### config.mk
export PLATFORM = sky130hd
export DESIGN_NAME = uart_cmd_wrapper
export DESIGN_NICKNAME = d
export VERILOG_FILES = /design/src/rtl/uart_pkg.sv /design/src/rtl/uart_trx.sv /design/src/rtl/uart_cmd_wrapper.sv
export SDC_FILE = /design/constraint.sdc
export NUM_CORES = 1
export LEC_CHECK = 0
export ABC_CLOCK_PERIOD_IN_PS = 2600
export CAP_MARGIN = 20
export CELL_PAD_IN_SITES_DETAIL_PLACEMENT = 1
export CELL_PAD_IN_SITES_GLOBAL_PLACEMENT = 2
export CORE_UTILIZATION = 38
export DETAILED_ROUTE_END_ITERATION = 8
export PLACE_DENSITY_LB_ADDON = 0.1
export SYNTH_ARGS = -nofsm -noshare
export SYNTH_HDL_FRONTEND = slang
export SYNTH_SLANG_ARGS = --single-unit
### constraint.sdc
create_clock -name clk -period 2.6 [get_ports clk]
set_clock_uncertainty 0.1 [all_clocks]
set_input_delay 0.52 -clock clk [delete_from_list [all_inputs] [get_ports clk]]
set_output_delay 0.52 -clock clk [all_outputs]
set_load 0.02 [all_outputs]
### src/rtl/uart_pkg.sv
// Shared constants and types for the remote command UART link.
package uart_pkg;

  localparam int BAUD_CLKS_DEFAULT = 2604;

  typedef enum logic {
    HIGH,
    LOW
  } asm_state_t;

  localparam logic [7:0] RESP_ACK = 8'hA5;

endpackage

### src/rtl/uart_trx.sv
// 8N1 byte transceiver: rx_rdy ~9.5 bit times + 3 clks after start edge, TX starts 1 clk after trmt.
// No backpressure: rx_rdy is a one-cycle pulse, trmt while busy is dropped.
module uart_trx
  import uart_pkg::*;
#(
  parameter int BAUD_CLKS = BAUD_CLKS_DEFAULT
) (
  input  logic       clk,
  input  logic       rst_n,
  input  logic       rx,
  output logic       tx,
  output logic       rx_rdy,
  output logic [7:0] rx_data,
  input  logic       trmt,
  input  logic [7:0] tx_data,
  output logic       tx_done
);

  localparam int BW = $clog2(BAUD_CLKS);
  localparam logic [BW-1:0] BAUD_LAST = BW'(BAUD_CLKS - 1);
  localparam logic [BW-1:0] BAUD_HALF = BW'(BAUD_CLKS / 2 - 1);

  logic          rx_ff1, rx_ff2, rx_ff3;
  logic          rx_busy;
  logic [BW-1:0] rx_baud;
  logic [3:0]    rx_bits;
  logic [7:0]    rx_shift;

  logic          tx_busy;
  logic [BW-1:0] tx_baud;
  logic [3:0]    tx_bits;
  logic [9:0]    tx_shift;

  always_ff @(posedge clk or negedge rst_n) begin
    if (!rst_n) begin
      rx_ff1   <= 1'b1;
      rx_ff2   <= 1'b1;
      rx_ff3   <= 1'b1;
      rx_busy  <= 1'b0;
      rx_baud  <= '0;
      rx_bits  <= '0;
      rx_shift <= '0;
      rx_data  <= '0;
      rx_rdy   <= 1'b0;
    end else begin
      rx_ff1 <= rx;
      rx_ff2 <= rx_ff1;
      rx_ff3 <= rx_ff2;
      rx_rdy <= 1'b0;
      if (!rx_busy) begin
        if (rx_ff3 && !rx_ff2) begin
          rx_busy <= 1'b1;
          rx_baud <= BAUD_HALF;
          rx_bits <= '0;
        end
      end else if (rx_baud != '0) begin
        rx_baud <= rx_baud - 1'b1;
      end else begin
        rx_baud <= BAUD_LAST;
        rx_bits <= rx_bits + 4'd1;
        // bit 0 is the start-bit recheck, bit 9 the stop bit
        if (rx_bits == 4'd0) begin
          if (rx_ff2) rx_busy <= 1'b0;
        end else if (rx_bits == 4'd9) begin
          rx_busy <= 1'b0;
          if (rx_ff2) begin
            rx_rdy  <= 1'b1;
            rx_data <= rx_shift;
          end
        end else begin
          rx_shift <= {rx_ff2, rx_shift[7:1]};
        end
      end
    end
  end

  always_ff @(posedge clk or negedge rst_n) begin
    if (!rst_n) begin
      tx_shift <= '1;
      tx_busy  <= 1'b0;
      tx_baud  <= '0;
      tx_bits  <= '0;
      tx_done  <= 1'b0;
    end else if (!tx_busy) begin
      if (trmt) begin
        tx_shift <= {1'b1, tx_data, 1'b0};
        tx_busy  <= 1'b1;
        tx_done  <= 1'b0;
        tx_baud  <= BAUD_LAST;
        tx_bits  <= '0;
      end
    end else if (tx_baud != '0) begin
      tx_baud <= tx_baud - 1'b1;
    end else begin
      tx_baud  <= BAUD_LAST;
      tx_shift <= {1'b1, tx_shift[9:1]};
      tx_bits  <= tx_bits + 4'd1;
      if (tx_bits == 4'd9) begin
        tx_busy <= 1'b0;
        tx_done <= 1'b1;
      end
    end
  end

  // Shifter fills with ones, so the line idles high without a separate mux.
  assign tx = tx_shift[0];

endmodule

### src/rtl/uart_cmd_wrapper.sv
// Pairs received bytes into 16-bit commands (cmd_rdy 1 clk after low byte) and sends response bytes.
// No backpressure on RX: an unconsumed cmd is overwritten; trmt while transmitting is dropped.
module uart_cmd_wrapper
  import uart_pkg::*;
#(
  parameter int BAUD_CLKS = BAUD_CLKS_DEFAULT
) (
  input  logic        clk,
  input  logic        rst_n,
  input  logic        RX,
  output logic        TX,
  output logic [15:0] cmd,
  output logic        cmd_rdy,
  input  logic        clr_cmd_rdy,
  input  logic [7:0]  resp,
  input  logic        trmt,
  output logic        tx_done
);

  logic       rx_rdy;
  logic [7:0] rx_data;
  asm_state_t state;

  uart_trx #(
    .BAUD_CLKS(BAUD_CLKS)
  ) u_trx (
    .clk    (clk),
    .rst_n  (rst_n),
    .rx     (RX),
    .tx     (TX),
    .rx_rdy (rx_rdy),
    .rx_data(rx_data),
    .trmt   (trmt),
    .tx_data(resp),
    .tx_done(tx_done)
  );

  // A new byte takes priority over clr_cmd_rdy, so a coincident low byte still raises cmd_rdy.
  always_ff @(posedge clk or negedge rst_n) begin
    if (!rst_n) begin
      state   <= HIGH;
      cmd     <= '0;
      cmd_rdy <= 1'b0;
    end else if (rx_rdy) begin
      case (state)
        HIGH: begin
          cmd[15:8] <= rx_data;
          cmd_rdy   <= 1'b0;
          state     <= LOW;
        end
        LOW: begin
          cmd[7:0] <= rx_data;
          cmd_rdy  <= 1'b1;
          state    <= HIGH;
        end
        default: state <= HIGH;
      endcase
    end else if (clr_cmd_rdy) begin
      cmd_rdy <= 1'b0;
    end
  end

endmodule
==> impl_metrics.ini <==
[power]
internal_power_mw = 2.44
switching_share = 0.330
power.share.sequential = 0.518
p_leak_nw = 2.05
pwr-share-comb = 0.193
cellPowerDensity_nw_per_um2 = 802
peakVddDrop_mv = 0.347
power.net_switching_mw = 1.20
clkPwrFrac = 0.289

[clocking]
cts_tree = done
skew_pair_late_insertion_delay_ns = 0.36
post_cts.repair.setup_buffers = 0
clockRootBuffer = clkbuf_8
cts_max_path_buffers = 2
clock_transition_at_path_regs_ns = 0.09
numClockSinks = 82
clock_tree.htree_level_count = 3
number_of_buffers_created_by_cts = 9
postCtsHoldBufs = 0
postCtsResizedCells = 0

[synthesis]
synth-edff-count = 0
synth-async-reset-ratio = 1.00
synth-seq-cells = 82
synth_top_area_frac = 0.461
cell_area_synth_um2 = 3800
most_frequently_used_cell_type_in_the_post_synthesis_netlist = dfrtp_1
post_synth_inst_count = 348
yosys-top-cells-count = 70 x dfrtp_1, 53 x nand2_1, 19 x a21oi_1, 19 x mux2_2, 18 x o21ai_0
post_synth.cell_area_avg_um2 = 10.9
fraction_of_the_yosys_area_taken_by_sequential_cells = 0.544
synthDistinctLibCells = 51
synth.top_cells.by_area = dfrtp_1 46%, dfstp_2 8.3%, mux2_2 5.6%, nand2_1 5.2%, ha_1 3.0%
yosys.area.top_type = dfrtp_1
postSynthNetCount = 370
ys_dominant_reg_cell = dfrtp_1
yosysWarnings = 0

[floorplan]
dieWidth_um = 102
core.rowCount = 36
core_area_um2 = 9730
fp.dieArea_um2 = 10400
pin_count = 32
starting_density_of_the_core = 0.390
floorplan.die.height_um = 102

[final_layout]
nets = 412
stdcell_area_um2 = 4540
final_cell_count_no_fill = 528
final_layout_size_suffix_gt1_frac = 0.185
layout-area-overhead-vs-synth_pct = 19.4
utilization = 0.466
antennaDiodeCount = 0

[worst_setup_path]
timing.critical_path.cells = inv_1 -> ha_1 -> nor4b_4 -> nand4_2 -> nor2_4 -> mux2_2
critPathRequiredTime_ns = 2.75
critPathMaxFanout = 8
arrival_time_of_the_worst_setup_path_ns = 2.29
crit_buf_inv = 1
slowest_stage_cell_crit_path = dfrtp_1
criticalPathCategory = reg -> reg
reg2reg_setup_slack_ns = 0.46
critical-path-top-delay-family = simple AND/OR/NAND/NOR gates
worst_path_largest_cell_delay_ns = 0.44
cp-end-kind = flop
start_kind = flop

[sta]
finalSetupTns_ns = 0
hold_viol = 0
finalSetupViolations = 0
final_max_slew_viol_count = 0
maxClockFrequency_mhz = 468
rsz0062_at_grt = false
worst-slew-pin-transition_ns = 0.605
min_period_over_period = 0.822
layout_min_cycle_time_ns = 2.14
normalized_max_slew_margin = 0.596

[job]
timing.max_cap.violations = 0

[routing]
routed_wire_per_std_cell_um = 15.6
drt_first_iter_violations = 75
wirelength_mm = 8.25
vias = 2725
vias_per_cell = 5.16
ant_nets = 0
route.detailed.drc = 0
detail_route.first_pass.iterations = 4

[grt]
antenna_violations_before_repair = 0
gr-total-overflow = 0
grt.total_usage = 0.178
global_route_wire_length_before_repair_mm = 14.1
grt_max_degree = 83
grt_pass1_vias = 2764

[place]
place_congestion = 0.768
placedInstanceArea_um2 = 4310
place.detailed.instances = 512
port_buffers = 31
post-dp-hpwl_mm = 5.70

[worst_hold_path]
hp-class = in -> async

[run_status]
run_status = finished, final reports clean
per-layer routing:
layer  track usage  vias up  part of all wire
met5             0        -                 0
met4        0.0758        0             0.018
met3        0.0301       12             0.027
met2         0.280       37              0.46
met1         0.243     1356              0.50
li1              -     1320                 -
layout by cell type (no fill, tap or decap), types with 2 or more instances in the layout:
master,count
dfrtp_1,70
nand2_1,53
clkdlybuf4s50_1,30
a21oi_1,19
mux2_2,19
o21ai_0,18
inv_1,17
nor2_1,15
nand3_1,12
dfstp_2,12
o22ai_1,9
ha_1,9
clkbuf_8,9
buf_4,9
nor3_1,6
a31oi_1,6
xor2_1,6
nand4_1,5
a21o_1,5
mux2_1,5
nand2b_1,4
o31ai_1,4
nor4b_4,3
nor2b_1,3
nor3b_1,3
xnor2_1,3
or4_1,3
nor4_4,2
nor4_1,2
or3_1,2
o22a_1,2
nor2_4,2
o211ai_1,2
inv_6,2
clkinv_4,2
bufinv_16,2
power groups by stage:
stage	combinational [mW]	clock, mW	sequential, mW
6_report	0.704	1.05	1.88
3_5_place_dp	0.713	0	1.91
2_1_floorplan	0.522	0	1.83
3_3_place_gp	0.688	0	1.89
4_1_cts	0.716	1.09	1.88
5_1_grt	0.817	1.14	1.93
stage by stage:
stage | setup slack (ns) | total power, mW | hold WS (ns)
floorplan | 0.696 | 2.35 | 0.124
global placement | 0.508 | 2.58 | 0.247
detailed placement | 0.449 | 2.62 | 0.253
CTS | 0.443 | 3.69 | 0.0959
global route | 0.296 | 3.88 | 0.117
finish | 0.464 | 3.64 | 0.0672
final timing paths:
| path | start | to | cells after the start |
|---|---|---|---|
| max | u_trx.rx_baud[0] | u_trx.rx_data[3] | 6 |
| min | rst_n | u_trx.tx_busy | 2 |
| max reg2reg | u_trx.rx_baud[0] | u_trx.rx_data[3] | 6 |
| min reg2reg | u_trx.rx_ff1 | u_trx.rx_ff2 | 0 |
| max in group asynchronous | rst_n | u_trx.rx_ff1 | 2 |
| min in group clk | u_trx.rx_ff1 | u_trx.rx_ff2 | 0 |
worst register-to-register path, cell delays in order, from the launching register on:
cell	delay, ns
dfrtp_1	0.44
inv_1	0.10
ha_1	0.15
nor4b_4	0.33
nand4_2	0.23
nor2_4	0.32
mux2_2	0.38
cell families after synthesis:
group / Yosys count / share of synthesized area
xor gates and xnor gates: 9 / 0.0208
AOI/OAI and AO/OA: 70 / 0.111
buffers and inverters: 26 / 0.0277
DFF: 82 / 0.544
and+or+nand+nor: 127 / 0.193
muxes: 25 / 0.0738
adders and majority gates: 9 / 0.0296
layout make-up:
type,count,area (um2)
inverters,17,63.8
flip-flops and latches,82,2070
clock buffers,9,124
multi-input cells,240,1630
clock inverters,7,100
repair buffers,40,388
fillers,1102,5190
well taps,133,166
registers in the layout, indices dropped and copies added, names as in the netlist, 4 cells and up:
name / count
cmd: 16
u_trx.rx_baud: 12
u_trx.rx_bits: 4
u_trx.rx_data: 8
u_trx.rx_shift: 8
u_trx.tx_baud: 12
u_trx.tx_bits: 4
u_trx.tx_shift: 9
Power figures use the tool's default switching activity.
==> patch (same settings) <==
Put a register stage on the output `TX`, with the module's reset. The value now appears one clock later. The other outputs are not delayed to match.
--- a/src/rtl/uart_cmd_wrapper.sv
+++ b/src/rtl/uart_cmd_wrapper.sv
@@ -17,6 +17,8 @@
   output logic        tx_done
 );
 
+  logic TX_d;
+
   logic       rx_rdy;
   logic [7:0] rx_data;
   asm_state_t state;
@@ -27,7 +29,7 @@
     .clk    (clk),
     .rst_n  (rst_n),
     .rx     (RX),
-    .tx     (TX),
+    .tx     (TX_d),
     .rx_rdy (rx_rdy),
     .rx_data(rx_data),
     .trmt   (trmt),
@@ -60,4 +62,12 @@
     end
   end
 
+  always_ff @(posedge clk or negedge rst_n) begin
+    if (!rst_n) begin
+      TX <= '0;
+    end else begin
+      TX <= TX_d;
+    end
+  end
+
 endmodule
Formal check against the unedited RTL: not equivalent (Yosys sat finds a counterexample within 4 cycles, from zero or initial values and one cycle with rst_n low).
==> patch against the original RTL <==
  * Via count rose by 1.1%
  * Cell area rose by 1.3%
  * Synthesized area rose by 0.66%
  * Critical path type unchanged
  * Power rose by 0.71%
  * Sequential cell count rose by 1
  * Routed wire length rose by 0.74%
  * Worst setup slack got worse by 0.015 ns
  * Non-clock buffer count rose by 4
==> patch: results (changes against the original RTL) <==
DR WL/cell 15.59 microns (was 15.62 microns); antenna violations before repair 0 (unchanged); first-pass GRT wire length 14350 microns (was 14060 microns); Worst Path Max Fanout 8 (unchanged); All-Layer GR Usage 0.1819 (was 0.1779); clock-pin transition on the worst setup and hold timing paths 0.09 ns (about the same); vias in the first global route 2851 (was 2764); CTS Hold Bufs 1 (was 0); layout cells sized above 1 0.1900 (was 0.1848); most frequent cells after synthesis dfrtp_1 (71), nand2_1 (53), a21oi_1 (19), mux2_2 (19), o21ai_0 (18) (was dfrtp_1 (70), nand2_1 (53), a21oi_1 (19), mux2_2 (19), o21ai_0 (18)); total iterations of the first detailed-routing run 4 (unchanged); Reg2Reg Depth 6 (unchanged); DR iter-0 viols 70 (was 75); period utilization 0.8272 (was 0.8216); Synth Warn # 0 (unchanged); post-place instance area 4359 sq um (was 4312 sq um); Hold Crit Class reg2reg (was in2async); status complete, no violations (unchanged); htree depth 3 (unchanged); FFs w/ async S/R, synth 1.000 (unchanged); worst vdd ir 422.1 uV (was 347.3 uV); CTS max path bufs 2 (unchanged); HPWL after DPL 5978 microns (was 5697 microns); flop2flop setup slack ~0.45 ns; CTS root buf clkbuf_8 (unchanged); Num CTS Buffers 9 (unchanged); switching power as a share of total power 0.3270 (was 0.3304); Post-CTS Setup Repair Bufs 0 (unchanged); Regs by FF count cmd (16), u_trx.rx_baud (12), u_trx.tx_baud (12) (unchanged); port bufs 31 (unchanged); largest net degree at the start of global routing 47 (was 83); # diodes 0 (unchanged); sequential fraction of the synthesis area 0.5471 (was 0.5441); GPL Wtd Cong 0.7693 (was 0.7680); Worst slew margin 0.5632 (was 0.5961); Critical Path AT around 2.3 ns; pre-CTS setup slack 0.4313 ns (was 0.4495 ns); syn nets 371 (was 370); Fill cells 1094 (was 1102); worst-skew pair later-pin latency 0.36 ns (about the same); post-cts resize count 0 (unchanged); DR vias/cell 5.169 (was 5.161); Main synth FF type dfrtp_1 (unchanged); WHS Path Cells 0; layout net count 417 (was 412); P_leak 2.076 nW (was 2.053 nW); Distinct cells, synth 51 (unchanged); final setup TNS 0 ns (unchanged); Area contributors post-synth dfrtp_1 (46%), dfstp_2 (8.2%), mux2_2 (5.6%), nand2_1 (5.2%), ha_1 (2.9%) (was dfrtp_1 (46%), dfstp_2 (8.3%), mux2_2 (5.6%), nand2_1 (5.2%), ha_1 (3.0%))
patch: changes by cell type after synthesis, sizes merged:
cell	before	now
dfrtp	70	71
patch: through the flow:
stage / cells / hold WS (ns) / utilization
after floorplan: 349 / 0.1244 / -
after global placement: 516 / 0.2458 / 0.4460
after detailed placement: 516 / 0.2541 / 0.4460
after CTS: 533 / 0.2623 / 0.4700
after global routing: 533 / 0.2644 / 0.4700
final: 533 / 0.2588 / 0.4700
patch: final cells by class:
cell class / instances / area (sq um) / area share
clock buffers: 9 / 123.9 / 0.02696
clock inverters: 7 / 101.3 / 0.02206
inverters: 17 / 63.81 / 0.01389
multi-input cells: 240 / 1627 / 0.3540
flip-flops and latches: 83 / 2092 / 0.4553
well taps: 133 / 166.4 / 0.03622
repair buffers: 44 / 420.4 / 0.09150
patch: worst paths after layout:
kind	start	to
worst min register to register	u_trx.rx_ff1$_DFF_PN1_	u_trx.rx_ff2$_DFF_PN1_
min in group asynchronous	rst_n	TX$_DFF_PN0_
max in group asynchronous	rst_n	u_trx.rx_ff1$_DFF_PN1_
worst min-delay path	u_trx.rx_ff1$_DFF_PN1_	u_trx.rx_ff2$_DFF_PN1_
worst max register to register	u_trx.rx_baud[0]$_DFFE_PN0P_	u_trx.rx_data[4]$_DFFE_PN0P_
worst max-delay path	u_trx.rx_baud[0]$_DFFE_PN0P_	u_trx.rx_data[4]$_DFFE_PN0P_
patch: worst max-delay path, stage by stage, from the launching register on:
cell,delay (ns)
dfrtp_1,0.44
inv_1,0.10
ha_1,0.16
nor4b_4,0.33
nand4_2,0.24
nor2_4,0.30
mux2_2,0.37
patch: power groups by stage:
stage | registers, mW | clock network (mW) | logic (mW)
6_report | 1.90 | 1.04 | 0.722
5_1_grt | 1.95 | 1.13 | 0.832
4_1_cts | 1.90 | 1.08 | 0.736
3_5_place_dp | 1.93 | 0 | 0.732
3_3_place_gp | 1.91 | 0 | 0.705
2_1_floorplan | 1.85 | 0 | 0.522
patch: kinds of logic after synthesis:
kind of cell | after synthesis | synth area share
adders and majority gates | 9 | 0.02945
muxes | 25 | 0.07330
and+or+nand+nor | 127 | 0.1921
buffers and inverters | 26 | 0.02748
xor gates and xnor gates | 9 | 0.02062
AOI/OAI and AO/OA | 70 | 0.1099
DFF | 83 | 0.5471
patch: metal layers:
layer  vias to the layer above  global-route usage  part of all wire
li1                       1326                   -                 -
met4                         0             0.08681             0.020
met3                        12             0.02736             0.027
met1                      1378              0.2599              0.51
met2                        39              0.2705              0.44
met5                         -                   0                 0
